### src/rtl/vdma_arb_pkg.sv
// Shared types and helpers for the VDMA write-burst arbiter.
package vdma_arb_pkg;

  typedef enum logic [1:0] {
    IDLE  = 2'd0,
    REQ   = 2'd1,
    BURST = 2'd2,
    DONE  = 2'd3
  } arb_state_e;

  localparam int unsigned LEN_BITS_DEF = 10;

  // Width of a channel index; never narrower than one bit.
  function automatic int unsigned idx_bits(input int unsigned n);
    return (n <= 2) ? 1 : $clog2(n);
  endfunction

endpackage

### src/rtl/vdma_rr_pick.sv
// Combinational next-grant selection: first requester at or after the RR pointer.
// VDMA_ARB_CH0_PRIORITY_EN: channel 0 overrides the rotation whenever it requests.
module vdma_rr_pick
  import vdma_arb_pkg::*;
#(
  parameter int unsigned NUM_CH = 2,
  parameter int unsigned IW     = idx_bits(NUM_CH)
) (
  input  logic [NUM_CH-1:0] req_i,
  input  logic [IW-1:0]     ptr_i,
  output logic [IW-1:0]     idx_o,
  output logic              valid_o
);

  logic [IW:0] cand;

  always_comb begin
    idx_o   = '0;
    valid_o = 1'b0;
    cand    = '0;
    for (int unsigned i = 0; i < NUM_CH; i++) begin
      cand = {1'b0, ptr_i} + (IW+1)'(i);
      if (cand >= (IW+1)'(NUM_CH)) cand = cand - (IW+1)'(NUM_CH);
      if (!valid_o && req_i[cand[IW-1:0]]) begin
        idx_o   = cand[IW-1:0];
        valid_o = 1'b1;
      end
    end
`ifdef VDMA_ARB_CH0_PRIORITY_EN
    if (req_i[0]) begin
      idx_o   = '0;
      valid_o = 1'b1;
    end
`else
`endif
  end

endmodule

### src/rtl/vdma_wr_burst_arbiter.sv
// Round-robin arbiter sharing one DDR write-burst port among NUM_CH FIFO writers.
// Optional VDMA_ARB_CH0_PRIORITY_EN gives channel 0 absolute priority (see vdma_rr_pick).
module vdma_wr_burst_arbiter
  import vdma_arb_pkg::*;
#(
  parameter int unsigned NUM_CH        = 2,
  parameter int unsigned MEM_DATA_BITS = 64,
  parameter int unsigned ADDR_BITS     = 25,
  parameter int unsigned LEN_BITS      = LEN_BITS_DEF
) (
  input  logic                            mem_clk,
  input  logic                            mem_rst_n,
  input  logic [NUM_CH-1:0]               ch_wr_burst_req,
  input  logic [NUM_CH*LEN_BITS-1:0]      ch_wr_burst_len,
  input  logic [NUM_CH*ADDR_BITS-1:0]     ch_wr_burst_addr,
  input  logic [NUM_CH*MEM_DATA_BITS-1:0] ch_wr_burst_data,
  output logic [NUM_CH-1:0]               ch_wr_burst_data_req,
  output logic [NUM_CH-1:0]               ch_wr_burst_finish,
  output logic                            mem_wr_burst_req,
  output logic [LEN_BITS-1:0]             mem_wr_burst_len,
  output logic [ADDR_BITS-1:0]            mem_wr_burst_addr,
  input  logic                            mem_wr_burst_data_req,
  output logic [MEM_DATA_BITS-1:0]        mem_wr_burst_data,
  input  logic                            mem_wr_burst_finish,
  output logic                            arb_busy,
  output logic [NUM_CH-1:0]               arb_grant
);

  localparam int unsigned IW = idx_bits(NUM_CH);

  arb_state_e              state_q;
  logic [IW-1:0]           grant_q, ptr_q, pick_idx;
  logic                    pick_valid;
  logic [LEN_BITS-1:0]     len_q;
  logic [ADDR_BITS-1:0]    addr_q;
  logic [LEN_BITS-1:0]     len_arr  [NUM_CH];
  logic [ADDR_BITS-1:0]    addr_arr [NUM_CH];
  logic [MEM_DATA_BITS-1:0] data_arr [NUM_CH];
  logic                    zero_len, gnt_req, in_xfer;

  always_comb begin
    for (int unsigned i = 0; i < NUM_CH; i++) begin
      len_arr[i]  = ch_wr_burst_len[i*LEN_BITS +: LEN_BITS];
      addr_arr[i] = ch_wr_burst_addr[i*ADDR_BITS +: ADDR_BITS];
      data_arr[i] = ch_wr_burst_data[i*MEM_DATA_BITS +: MEM_DATA_BITS];
    end
  end

  vdma_rr_pick #(
    .NUM_CH (NUM_CH),
    .IW     (IW)
  ) u_pick (
    .req_i   (ch_wr_burst_req),
    .ptr_i   (ptr_q),
    .idx_o   (pick_idx),
    .valid_o (pick_valid)
  );

  assign zero_len = (len_q == '0);
  assign gnt_req  = ch_wr_burst_req[grant_q];
  assign in_xfer  = (state_q == REQ) || (state_q == BURST);

  // Finish wins over data_req in REQ; a dropped request aborts without moving the pointer.
  always_ff @(posedge mem_clk or negedge mem_rst_n) begin
    if (!mem_rst_n) begin
      state_q <= IDLE;
      grant_q <= '0;
      ptr_q   <= '0;
      len_q   <= '0;
      addr_q  <= '0;
    end else begin
      case (state_q)
        IDLE: if (pick_valid) begin
          grant_q <= pick_idx;
          len_q   <= len_arr[pick_idx];
          addr_q  <= addr_arr[pick_idx];
          state_q <= REQ;
        end
        REQ: begin
          if (zero_len || mem_wr_burst_finish) state_q <= DONE;
          else if (mem_wr_burst_data_req)      state_q <= BURST;
          else if (!gnt_req)                   state_q <= IDLE;
        end
        BURST: if (mem_wr_burst_finish) state_q <= DONE;
        DONE: begin
          ptr_q   <= (grant_q == IW'(NUM_CH - 1)) ? '0 : grant_q + IW'(1);
          state_q <= IDLE;
        end
        default: state_q <= IDLE;
      endcase
    end
  end

  always_comb begin
    ch_wr_burst_data_req          = '0;
    ch_wr_burst_finish            = '0;
    arb_grant                     = '0;
    ch_wr_burst_data_req[grant_q] = in_xfer && !zero_len && mem_wr_burst_data_req;
    ch_wr_burst_finish[grant_q]   = (in_xfer && mem_wr_burst_finish) ||
                                    ((state_q == REQ) && zero_len);
    arb_grant[grant_q]            = (state_q != IDLE);
  end

  assign mem_wr_burst_req  = (state_q == REQ) && !zero_len && gnt_req;
  assign mem_wr_burst_len  = len_q;
  assign mem_wr_burst_addr = addr_q;
  // Data mux stays combinational to keep FIFO read latency; forced to zero in reset.
  assign mem_wr_burst_data = mem_rst_n ? data_arr[grant_q] : '0;
  assign arb_busy          = (state_q != IDLE);

endmodule
### config.mk
export PLATFORM = sky130hd
export DESIGN_NAME = vdma_wr_burst_arbiter
export DESIGN_NICKNAME = d
export VERILOG_FILES = /design/src/rtl/vdma_arb_pkg.sv /design/src/rtl/vdma_rr_pick.sv /design/src/rtl/vdma_wr_burst_arbiter.sv
export SDC_FILE = /design/constraint.sdc
export NUM_CORES = 1
export LEC_CHECK = 0
export ABC_AREA = 1
export CAP_MARGIN = 20
export CORE_AREA = 4 4 119 121
export DETAILED_ROUTE_END_ITERATION = 8
export DIE_AREA = 0 0 123 125
export PLACE_DENSITY = 0.78
export SLEW_MARGIN = 0
export SYNTH_ARGS = -nofsm -noshare
export SYNTH_HDL_FRONTEND = slang
export SYNTH_SLANG_ARGS = --single-unit
### constraint.sdc
create_clock -name mem_clk -period 1.7 [get_ports mem_clk]
set_clock_uncertainty 0.15 [all_clocks]
set_input_delay 0.17 -clock mem_clk [delete_from_list [all_inputs] [get_ports mem_clk]]
set_output_delay 0.17 -clock mem_clk [all_outputs]
set_load 0.05 [all_outputs]
After elaboration in Yosys (flattened, before gate mapping)
Index checks and enable logic that the tools add are counted.
{"block": "word_totals", "elab_cells": 77, "latchBits": 0, "in_bits": 204, "n_memories": 0, "out_inout_bits": 107, "register_bits": 39, "ramBits": 0, "romBits": 0}
{"block": "op_classes", "n_mux": 31, "n_div": 0, "addsub": 4, "shift": 0, "mul": 0, "eq_ne": 6, "reduce_logical": 18, "n_lt_le_gt_ge": 8, "bitwise": 5}
{"op": "$mux 64", "count": 4}
{"op": "$mux 25", "count": 3}
{"op": "$mux 10", "count": 3}
{"op": "$mux 1", "count": 14}
{"op": "$logic_not 10->1", "count": 1}
{"op": "$mux 2", "count": 5}
{"op": "$logic_and 1x1->1", "count": 8}
{"op": "$pmux 2 s4", "count": 1}
{"op": "$and 2x2->2", "count": 3}
{"op": "$ge 2x2->1 const B", "count": 3}
{"op": "$lt 1x2->1 const B", "count": 3}
{"op": "$eq 2x2->1 const B", "count": 2}
{"op": "$ne 2x2->1 const B", "count": 2}
{"op": "$ne 4x4->1 const B", "count": 1}
{"op": "$not 1->2", "count": 2}
{"op": "$logic_or 1x1->1", "count": 3}
{"op": "$reduce_and 3->1", "count": 1}
{"op": "$add 1x1->2 const B", "count": 1}
{"op": "$eq 2x1->1 const B", "count": 1}
{"op": "$ge 1x2->1 const B", "count": 1}
{"op": "$logic_not 1->1", "count": 2}
{"op": "$logic_not 2->1", "count": 1}
{"op": "$reduce_and 2->1", "count": 1}
{"op": "$reduce_bool 2->1", "count": 1}
{"op": "other kinds (4)", "count": 5}

Logic depth before layout (Yosys ltp)
Gate-level depths: netlist of the first run.
{"block": "logic_depth", "depth_word": 12, "depth_mapped": 9, "depth_no_buf": 9}

Modules after synthesis
Synthesis of the first run repeated with hierarchy kept, for this count alone.
{"block": "unflattened", "hier_cells": 470, "area_unflattened_um2": 2966.6}
{"module": "vdma_wr_burst_arbiter", "cells_per_inst": 466, "seq_area_each_um2": 975.9, "area_per_inst_um2": 2947.8, "n_inst": 1}
{"module": "vdma_rr_pick", "cells_per_inst": 4, "seq_area_each_um2": 0.0, "area_per_inst_um2": 18.8, "n_inst": 1}

Worst setup path after synthesis of the first run
OpenSTA, ideal clock, no wires.
{"block": "synth_path", "path_type": "reg-to-output", "startpoint": "reg len_q[8] (netlist: mem_wr_burst_len[8])", "endpoint": "out mem_wr_burst_req", "t_required_ns": 1.380, "path_slack_ns": -0.646, "arrival_time_ns": 2.026, "n_path_buf": 0, "stages_incl_launch_ff": 7, "path_cell_list": "dfrtp_1 > inv_1 > nand2_1 > nor2_1 > nand2_1 > inv_1 > nor3_1"}
{"block": "synth_between", "elab_chain_len": 4}
{"item": "start, declared", "line_no": "vdma_wr_burst_arbiter.sv:34", "source": "logic [LEN_BITS-1:0] len_q;"}
{"item": "start signal, assigned", "line_no": "vdma_wr_burst_arbiter.sv:75", "source": "len_q <= len_arr[pick_idx];"}
{"item": "$logic_not 10->1", "line_no": "vdma_wr_burst_arbiter.sv:59", "source": "assign zero_len = (len_q == '0);"}
{"item": "$logic_not 1->1", "line_no": "vdma_wr_burst_arbiter.sv:104", "source": "assign mem_wr_burst_req = (state_q == REQ) && !zero_len && gnt_req;"}
{"item": "$logic_and 1x1->1 (2 in series)", "line_no": "vdma_wr_burst_arbiter.sv:104"}
{"item": "end, declared", "line_no": "vdma_wr_burst_arbiter.sv:19", "source": "output logic mem_wr_burst_req,"}
Every way passes these cells.

Final worst setup path of the first run
{"block": "layout_path", "startpoint": "reg grant_q", "endpoint": "out mem_wr_burst_data[54]"}
{"block": "layout_between", "elab_chain_len": 5}
{"item": "start, declared", "line_no": "vdma_wr_burst_arbiter.sv:32", "source": "logic [IW-1:0] grant_q, ptr_q, pick_idx;"}
{"item": "start signal, assigned", "line_no": "vdma_wr_burst_arbiter.sv:74", "source": "grant_q <= pick_idx;"}
{"item": "$not 1->2 (implied by the code)", "line_no": "vdma_wr_burst_arbiter.sv:108", "source": "assign mem_wr_burst_data = mem_rst_n ? data_arr[grant_q] : '0;"}
{"item": "$mux 64 (implied by the code) (3 in series)", "line_no": "vdma_wr_burst_arbiter.sv:108"}
{"item": "$mux 64", "line_no": "vdma_wr_burst_arbiter.sv:108"}
{"item": "end, declared", "line_no": "vdma_wr_burst_arbiter.sv:23", "source": "output logic [MEM_DATA_BITS-1:0] mem_wr_burst_data,"}
Every way passes these cells. The select of a mux whose other input is x is not followed.

==> impl_metrics.toml, run 1 <==
[setup_path]
r2r_start = "ptr_q$_DFFE_PN0N_"
cp-end-kind = "output pin"
cp_max_fo = 8
cp-start-kind = "flop"
timing.rr.end = "mem_wr_burst_addr[3]$_DFFE_PN0P_"
worstSetupPathType = "flop to output pin"
reg2reg_depth = 5
cp.required_ns = 1.38
critPathArrivalTime_ns = 1.62
rrSetupSlack_ns = 0.11

[cells_and_area]
drive_gt1_share_pct = 53.20
area_growth_pct = 204.2
utilization_pct = 72.09
layout.nets = 1019
instances_no_fill = 989
finalInstanceArea_mm2 = 0.009433

[cts]
path_clk_slew_ns = 0.06
clock_sinks = 39
cts-htree-levels = 2
clockBufferDepth = 2
ctsRootBufferMaster = "clkbuf_16"
cts_buffers = 5
cts_tree = "yes"
clkLatencyLatePin_ns = 0.28

[floorplanning]
die_w_um = 123
die_h_um = 125
coreArea_mm2 = 0.01309
die_area_mm2 = 0.01538
start_util_pct = 23.69
fp-row-count = 42
ios = 311

[hold_path]
hp-class = "primary input to asynchronous set/reset pin"

[drt]
firstDrtPassIters = 5
num_vias = 4715
viasPerCell = 4.767
ant_nets = 0
wl_per_cell_um = 21.46
wl_um = 21220
drc_errors = 0
drt-initial-drc-count = 284

[power]
p_leak_nw = 3.770
ir_drop_v = 0.001208
p_per_area_mw_per_mm2 = 1650

[placed_design]
placed_cell_area_mm2 = 0.007591
dpl.cell_count = 946
gp_congestion = 0.8203
dp.final_hpwl_um = 12780
numPortBuffers = 310

[timing]
finalHoldViolations = 0
setup_slack_ns = -0.2415
timing.final.crit_share_pct = 114.2
setup_viol = 69
fin_crit_ns = 1.942
max_slew_margin_pct = 61.90
worst_pin_slew_ns = 0.5716
slew_violations = 0
rsz0062_at_grt = "true"
timing.fmax_mhz = 515.1

[grt]
grt_max_degree = 54
grt_usage_pct = 23.02
grt_pass1_vias = 4771
grt-busiest-layer = "met2"
grt_use_met3_pct = 7.227
grt_pass1_wl_um = 27220
use_met2_pct = 42.01
antenna_found_initial = 3
overflow = 0
grtUsageMet1_pct = 24.27

[yosys]
ys_ff_latch = 39
avgSynthCellArea_um2 = 6.682
synthesis.area_mm2 = 0.003100
synth_cells = 464
syn_nets = 672
yosysWarningCount = 0
ys_seq_area_share_pct = 31.48
ys_types = 21

[run_status]
violations = "setup timing"
outcome = "complete, but fails checks"

[run]
cap_viol_max_count = 0
## Yosys cell counts
| master | instances | share of area (%) |
|---|---|---|
| clkbuf_1 | 22 | 2.7 |
| a211oi_1 | 4 | 0.97 |
| buf_4 | 1 | 0.24 |
| buf_2 | 7 | 1.1 |
| nand2_1 | 43 | 5.2 |
| buf_6 | 3 | 1.1 |
| mux2_2 | 31 | 11 |
| a22o_1 | 1 | 0.28 |
| o21ai_1 | 19 | 3.1 |
| nor3_1 | 1 | 0.16 |
| nor2_1 | 146 | 18 |
| nand3_1 | 4 | 0.65 |
| o21ai_0 | 68 | 11 |
| ha_1 | 4 | 1.6 |
| o21ai_4 | 1 | 0.52 |
| inv_1 | 50 | 6.1 |
| nand4_1 | 1 | 0.20 |
| a21oi_1 | 5 | 0.81 |
| a32oi_1 | 1 | 0.28 |
| o21ai_2 | 13 | 3.7 |
| dfrtp_1 | 39 | 31 |
## cells in the final DEF (no fill, tap or decap), drive strengths merged
cell type        n
nor3             1
inv             49
diode            1
nand2           43
clkbuf           9
dfrtp           39
nand4            1
ha               4
a211oi           4
o21ai          101
clkdlybuf4s50  202
mux2            31
dlygate4sd3      1
nand3            4
clkinv           1
clkinvlp         1
a22o             1
nor2           146
a32oi            1
a21oi            5
buf            168
## logic make-up after synthesis
family,share of synthesized area [%]
flops,31.48
simple gates,23.89
compound gates,20.58
fa+ha+maj,1.614
mux,11.26
buf+inv,11.18
## metrics by stage
| stage | TNS [ns] | power [mW] | setup slack (ns) | hold slack [ns] |
|---|---|---|---|---|
| floorplan | -0.02966 | 7.174 | -0.02545 | -0.2756 |
| global placement | -4.484 | 11.29 | -0.1488 | -0.0004423 |
| detailed placement | -5.341 | 11.37 | -0.1781 | 0.006578 |
| CTS | -9.850 | 14.56 | -0.2361 | 0.02238 |
| global route | -11.55 | 16.17 | -0.2950 | 0.06927 |
| finish | -8.023 | 15.57 | -0.2415 | 0.01460 |
## worst max-delay path by stage
stage	start	to	slack, ns	cells after the start
after floorplan	mem_wr_burst_len[4]$_DFFE_PN0P_	ch_wr_burst_finish[0]	-0.03	8
after global placement	ch_wr_burst_req[0]	mem_wr_burst_addr[2]$_DFFE_PN0P_	-0.15	7
after detailed placement	ch_wr_burst_req[0]	mem_wr_burst_len[3]$_DFFE_PN0P_	-0.18	7
after CTS	mem_wr_burst_len[2]$_DFFE_PN0P_	ch_wr_burst_finish[0]	-0.24	9
after global routing	mem_wr_burst_len[4]$_DFFE_PN0P_	ch_wr_burst_finish[0]	-0.29	9
final	grant_q$_DFFE_PN0P_	mem_wr_burst_data[54]	-0.24	5
## power breakdown
| part | internal, mW | total (mW) | switching (mW) |
|---|---|---|---|
| clock | 0.623 | 0.981 | 0.357 |
| combinational | 5.52 | 12.8 | 7.32 |
| sequential | 1.41 | 1.74 | 0.331 |
| total | 7.56 | 15.6 | 8.01 |
## registers in the layout (all words and copies together) (netlist names), named ones only
register           count
mem_wr_burst_addr     25
mem_wr_burst_len      10
grant_q                1
ptr_q                  1
state_q                1
## routing by layer
metal	share of wire (%)	vias up
met4	5.2	4
met5	0.13	-
li1	-	2188
met2	50	259
met1	35	2199
met3	9.8	65
## critical path, cell delays in order, from the launching register on
cell and delay [ns]:
dfrtp_2 0.45, buf_12 0.20, buf_12 0.15, o21ai_2 0.09, nor2_2 0.26, buf_12 0.18
## area by class of cell
class	count	area (µm²)
diodes	1	2.502
clock buffers	7	152.6
repair buffers	373	4621
clock inverters	1	7.507
fillers	799	3652
flip-flops and latches	39	989.7
multi-input cells	342	3247
well taps	176	220.2
inverters	50	192.7
## what timing repair did
item / CTS / global route
endpoints found under the setup margin: 72 / 74
resized for setup: 200 / 149
hold buffers: 1 / 0
cloned: 12 / 2
pin swaps: 37 / 66
hold endpoints to repair: 10 / 0
buffers inserted: 15 / 12
Note: power is estimated with default switching activity, not from simulation.
==> run 2: changes to the inputs <==
--- a/config.mk
+++ b/config.mk
@@ -7,11 +7,12 @@
 export LEC_CHECK = 0
 export ABC_AREA = 1
 export CAP_MARGIN = 20
-export CORE_AREA = 4 4 119 121
+export CORE_AREA = 2 2 120 122
 export DETAILED_ROUTE_END_ITERATION = 8
-export DIE_AREA = 0 0 123 125
-export PLACE_DENSITY = 0.78
+export DIE_AREA = 0 0 122 124
+export PLACE_DENSITY = 0.74
 export SLEW_MARGIN = 0
 export SYNTH_ARGS = -nofsm -noshare
 export SYNTH_HDL_FRONTEND = slang
+export SYNTH_HIERARCHICAL = 1
 export SYNTH_SLANG_ARGS = --single-unit
==> impl_metrics.toml, run 2 <==
[run_status]
outcome = "complete, but fails checks"
violations = "setup timing"

[timing]
setup_slack_ns = -0.2553
fin_crit_ns = 1.955
max_slew_margin_pct = 71.85
timing.fmax_mhz = 511.4
worst_pin_slew_ns = 0.4223
hold_slack_ns = 0.09614
slew_violations = 0
setup_viol = 73
finalHoldViolations = 0
rsz0062_at_grt = "true"
timing.final.crit_share_pct = 115.0

[yosys]
synth_cells = 470
yosysWarningCount = 6
ys_top_cells_by_count = "nor2_1 (170), o21ai_0 (60), a21oi_1 (59)"
syn_nets = 679
synth_most_common_cell = "nor2_1"
ys_seq_area_share_pct = 32.90
synth_top_flop_cell = "dfrtp_1"
synth_top_area_cell = "dfrtp_1"
synth_enable_flop_cells = 0
ys_types = 24
yosysTopAreaCellShare_pct = 32.90
avgSynthCellArea_um2 = 6.312
ys_ff_latch = 39
async_reset_ff_share_pct = 100.0
synth_area_leaders = "dfrtp_1 (33%), nor2_1 (22%), o21ai_0 (10%), a21oi_1 (10%), nand2_1 (5.3%)"
synthesis.area_mm2 = 0.002967

[hold_path]
hp-class = "primary input to asynchronous set/reset pin"

[placed_design]
numPortBuffers = 310
dpl.cell_count = 946
dp.final_hpwl_um = 12920
gp_congestion = 0.8539
place_ws_ns = -0.05826
placed_cell_area_mm2 = 0.007259

[grt]
grt_pass1_vias = 4482
grt_pass1_wl_um = 25420
overflow = 0
grt_usage_pct = 22.22
grt_max_degree = 52
antenna_found_initial = 0

[drt]
viasPerCell = 5.031
num_vias = 5021
drc_errors = 0
firstDrtPassIters = 4
ant_nets = 0
drt-initial-drc-count = 251
wl_um = 22430
wl_per_cell_um = 22.48

[cts]
clock_sinks = 39
clkLatencyLatePin_ns = 0.28
cts_buffers = 5
cts_tree = "yes"
path_clk_slew_ns = 0.05
ctsRootBufferMaster = "clkbuf_16"
cts-htree-levels = 2
clockBufferDepth = 2

[cells_and_area]
fillCellCount = 971
instances_no_fill = 998
antenna_cells = 0
register_area_um2 = 989.7
drive_gt1_share_pct = 50.24
utilization_pct = 66.71
multi_input_area_mm2 = 0.002884
final_cell_mix = "clkdlybuf4s50_1 (202), nor2_4 (101), buf_12 (90), a21oi_1 (58), buf_4 (55)"
area_growth_pct = 208.5
final_common_cell = "clkdlybuf4s50_1"
finalInstanceArea_mm2 = 0.009153
largest_reg_flops = 25
layout.nets = 1026

[setup_path]
cp_max_fo = 13
cp.required_ns = 1.38
critPathArrivalTime_ns = 1.64
cp-start-kind = "flop"
worstSetupPathType = "flop to output pin"
cp-end-kind = "output pin"

[floorplanning]
die_h_um = 124
die_area_mm2 = 0.01513
die_w_um = 122
fp-row-count = 43
ios = 311
coreArea_mm2 = 0.01372
start_util_pct = 21.62

[power]
p_leak_nw = 3.564
ir_drop_v = 0.001148
p_per_area_mw_per_mm2 = 1681

[run]
cap_viol_max_count = 0
==> run 2: per-layer routing <==
metal  GRT usage, %  share of wire (%)  wire length [µm]
met1          24.44                 35              7827
met2          39.80                 50             11180
met3          7.509                 10              2293
met4          8.046                5.1              1137
met5              0                  0                 0
==> run 2: per-stage QoR <==
| stage | total power, mW | setup TNS (ns) |
|---|---|---|
| finish | 15.39 | -12.16 |
| global route | 15.95 | -15.60 |
| CTS | 13.57 | -7.091 |
| detailed placement | 11.09 | -0.9262 |
| global placement | 11.02 | -0.02569 |
| floorplan | 7.106 | -0.06234 |
==> run 2: cells by family (layout without fill, tap and decap cells) <==
group,count (synthesis),after routing,synth area share (%)
AND/OR/NAND/NOR,228,228,30.41
AO/OA/AOI/OAI,143,143,25.31
buffers and inverters,55,403,9.279
flip-flops,39,39,32.90
adder cells (fa/ha/maj),5,5,2.109
==> run 2: final cells by class <==
type / instances / share of cell area [%]
Timing Repair Buffer: 376 / 52.56
Multi-Input combinational cell: 376 / 31.51
Sequential cell: 39 / 10.81
Tap cell: 180 / 2.461
Clock buffer: 7 / 1.668
Inverter: 19 / 0.9023
Clock inverter: 1 / 0.08202
==> run 2: power by group <==
part / leakage [nW] / internal [mW] / switching, mW
registers: 0.432 / 1.43 / 0.339
logic: 3.06 / 5.46 / 7.17
clock network: 0.0761 / 0.624 / 0.368
total: 3.56 / 7.51 / 7.88
==> run 2: worst max-delay path, cell delays in order, from the launching register on <==
cell,delay (ns)
dfrtp_2,0.53
buf_12,0.14
clkbuf_16,0.18
o21ai_1,0.11
nor2_2,0.22
buf_12,0.18
==> run 2: timing repair <==
| item | in CTS | in global routing |
|---|---|---|
| resized for setup | 115 | 209 |
| hold endpoints to repair | 8 | 0 |
| setup buffers | 20 | 8 |
| endpoints found under the setup margin | 69 | 76 |
| cloned | 8 | 11 |
| pin swaps | 52 | 48 |
| hold buffers | 1 | 0 |
==> run 2: final timing paths <==
kind	start	to	slack [ns]	cells past startpoint
setup / recovery	grant_q$_DFFE_PN0P_	mem_wr_burst_data[61]	-0.26	5
hold / removal	mem_rst_n	asynchronous set/reset pin	0.1	3
setup reg to reg	mem_wr_burst_len[1]$_DFFE_PN0P_	flop	-0.11	12
hold reg to reg	mem_wr_burst_addr[18]$_DFFE_PN0P_	mem_wr_burst_addr[18]$_DFFE_PN0P_	0.38	2
max in group asynchronous	mem_rst_n	grant_q$_DFFE_PN0P_	0.58	3
min in group mem_clk	ch_wr_burst_addr[48]	mem_wr_burst_addr[23]$_DFFE_PN0P_	0.28	3
==> run 3: changes to the inputs <==
--- a/config.mk
+++ b/config.mk
@@ -6,6 +6,7 @@
 export NUM_CORES = 1
 export LEC_CHECK = 0
 export ABC_AREA = 1
+export ABC_CLOCK_PERIOD_IN_PS = 1700
 export CAP_MARGIN = 20
 export CORE_AREA = 2 2 120 122
 export DETAILED_ROUTE_END_ITERATION = 8
==> results of run 3 <==
The final DEF is identical to that of run 2; final timing and power are the same.
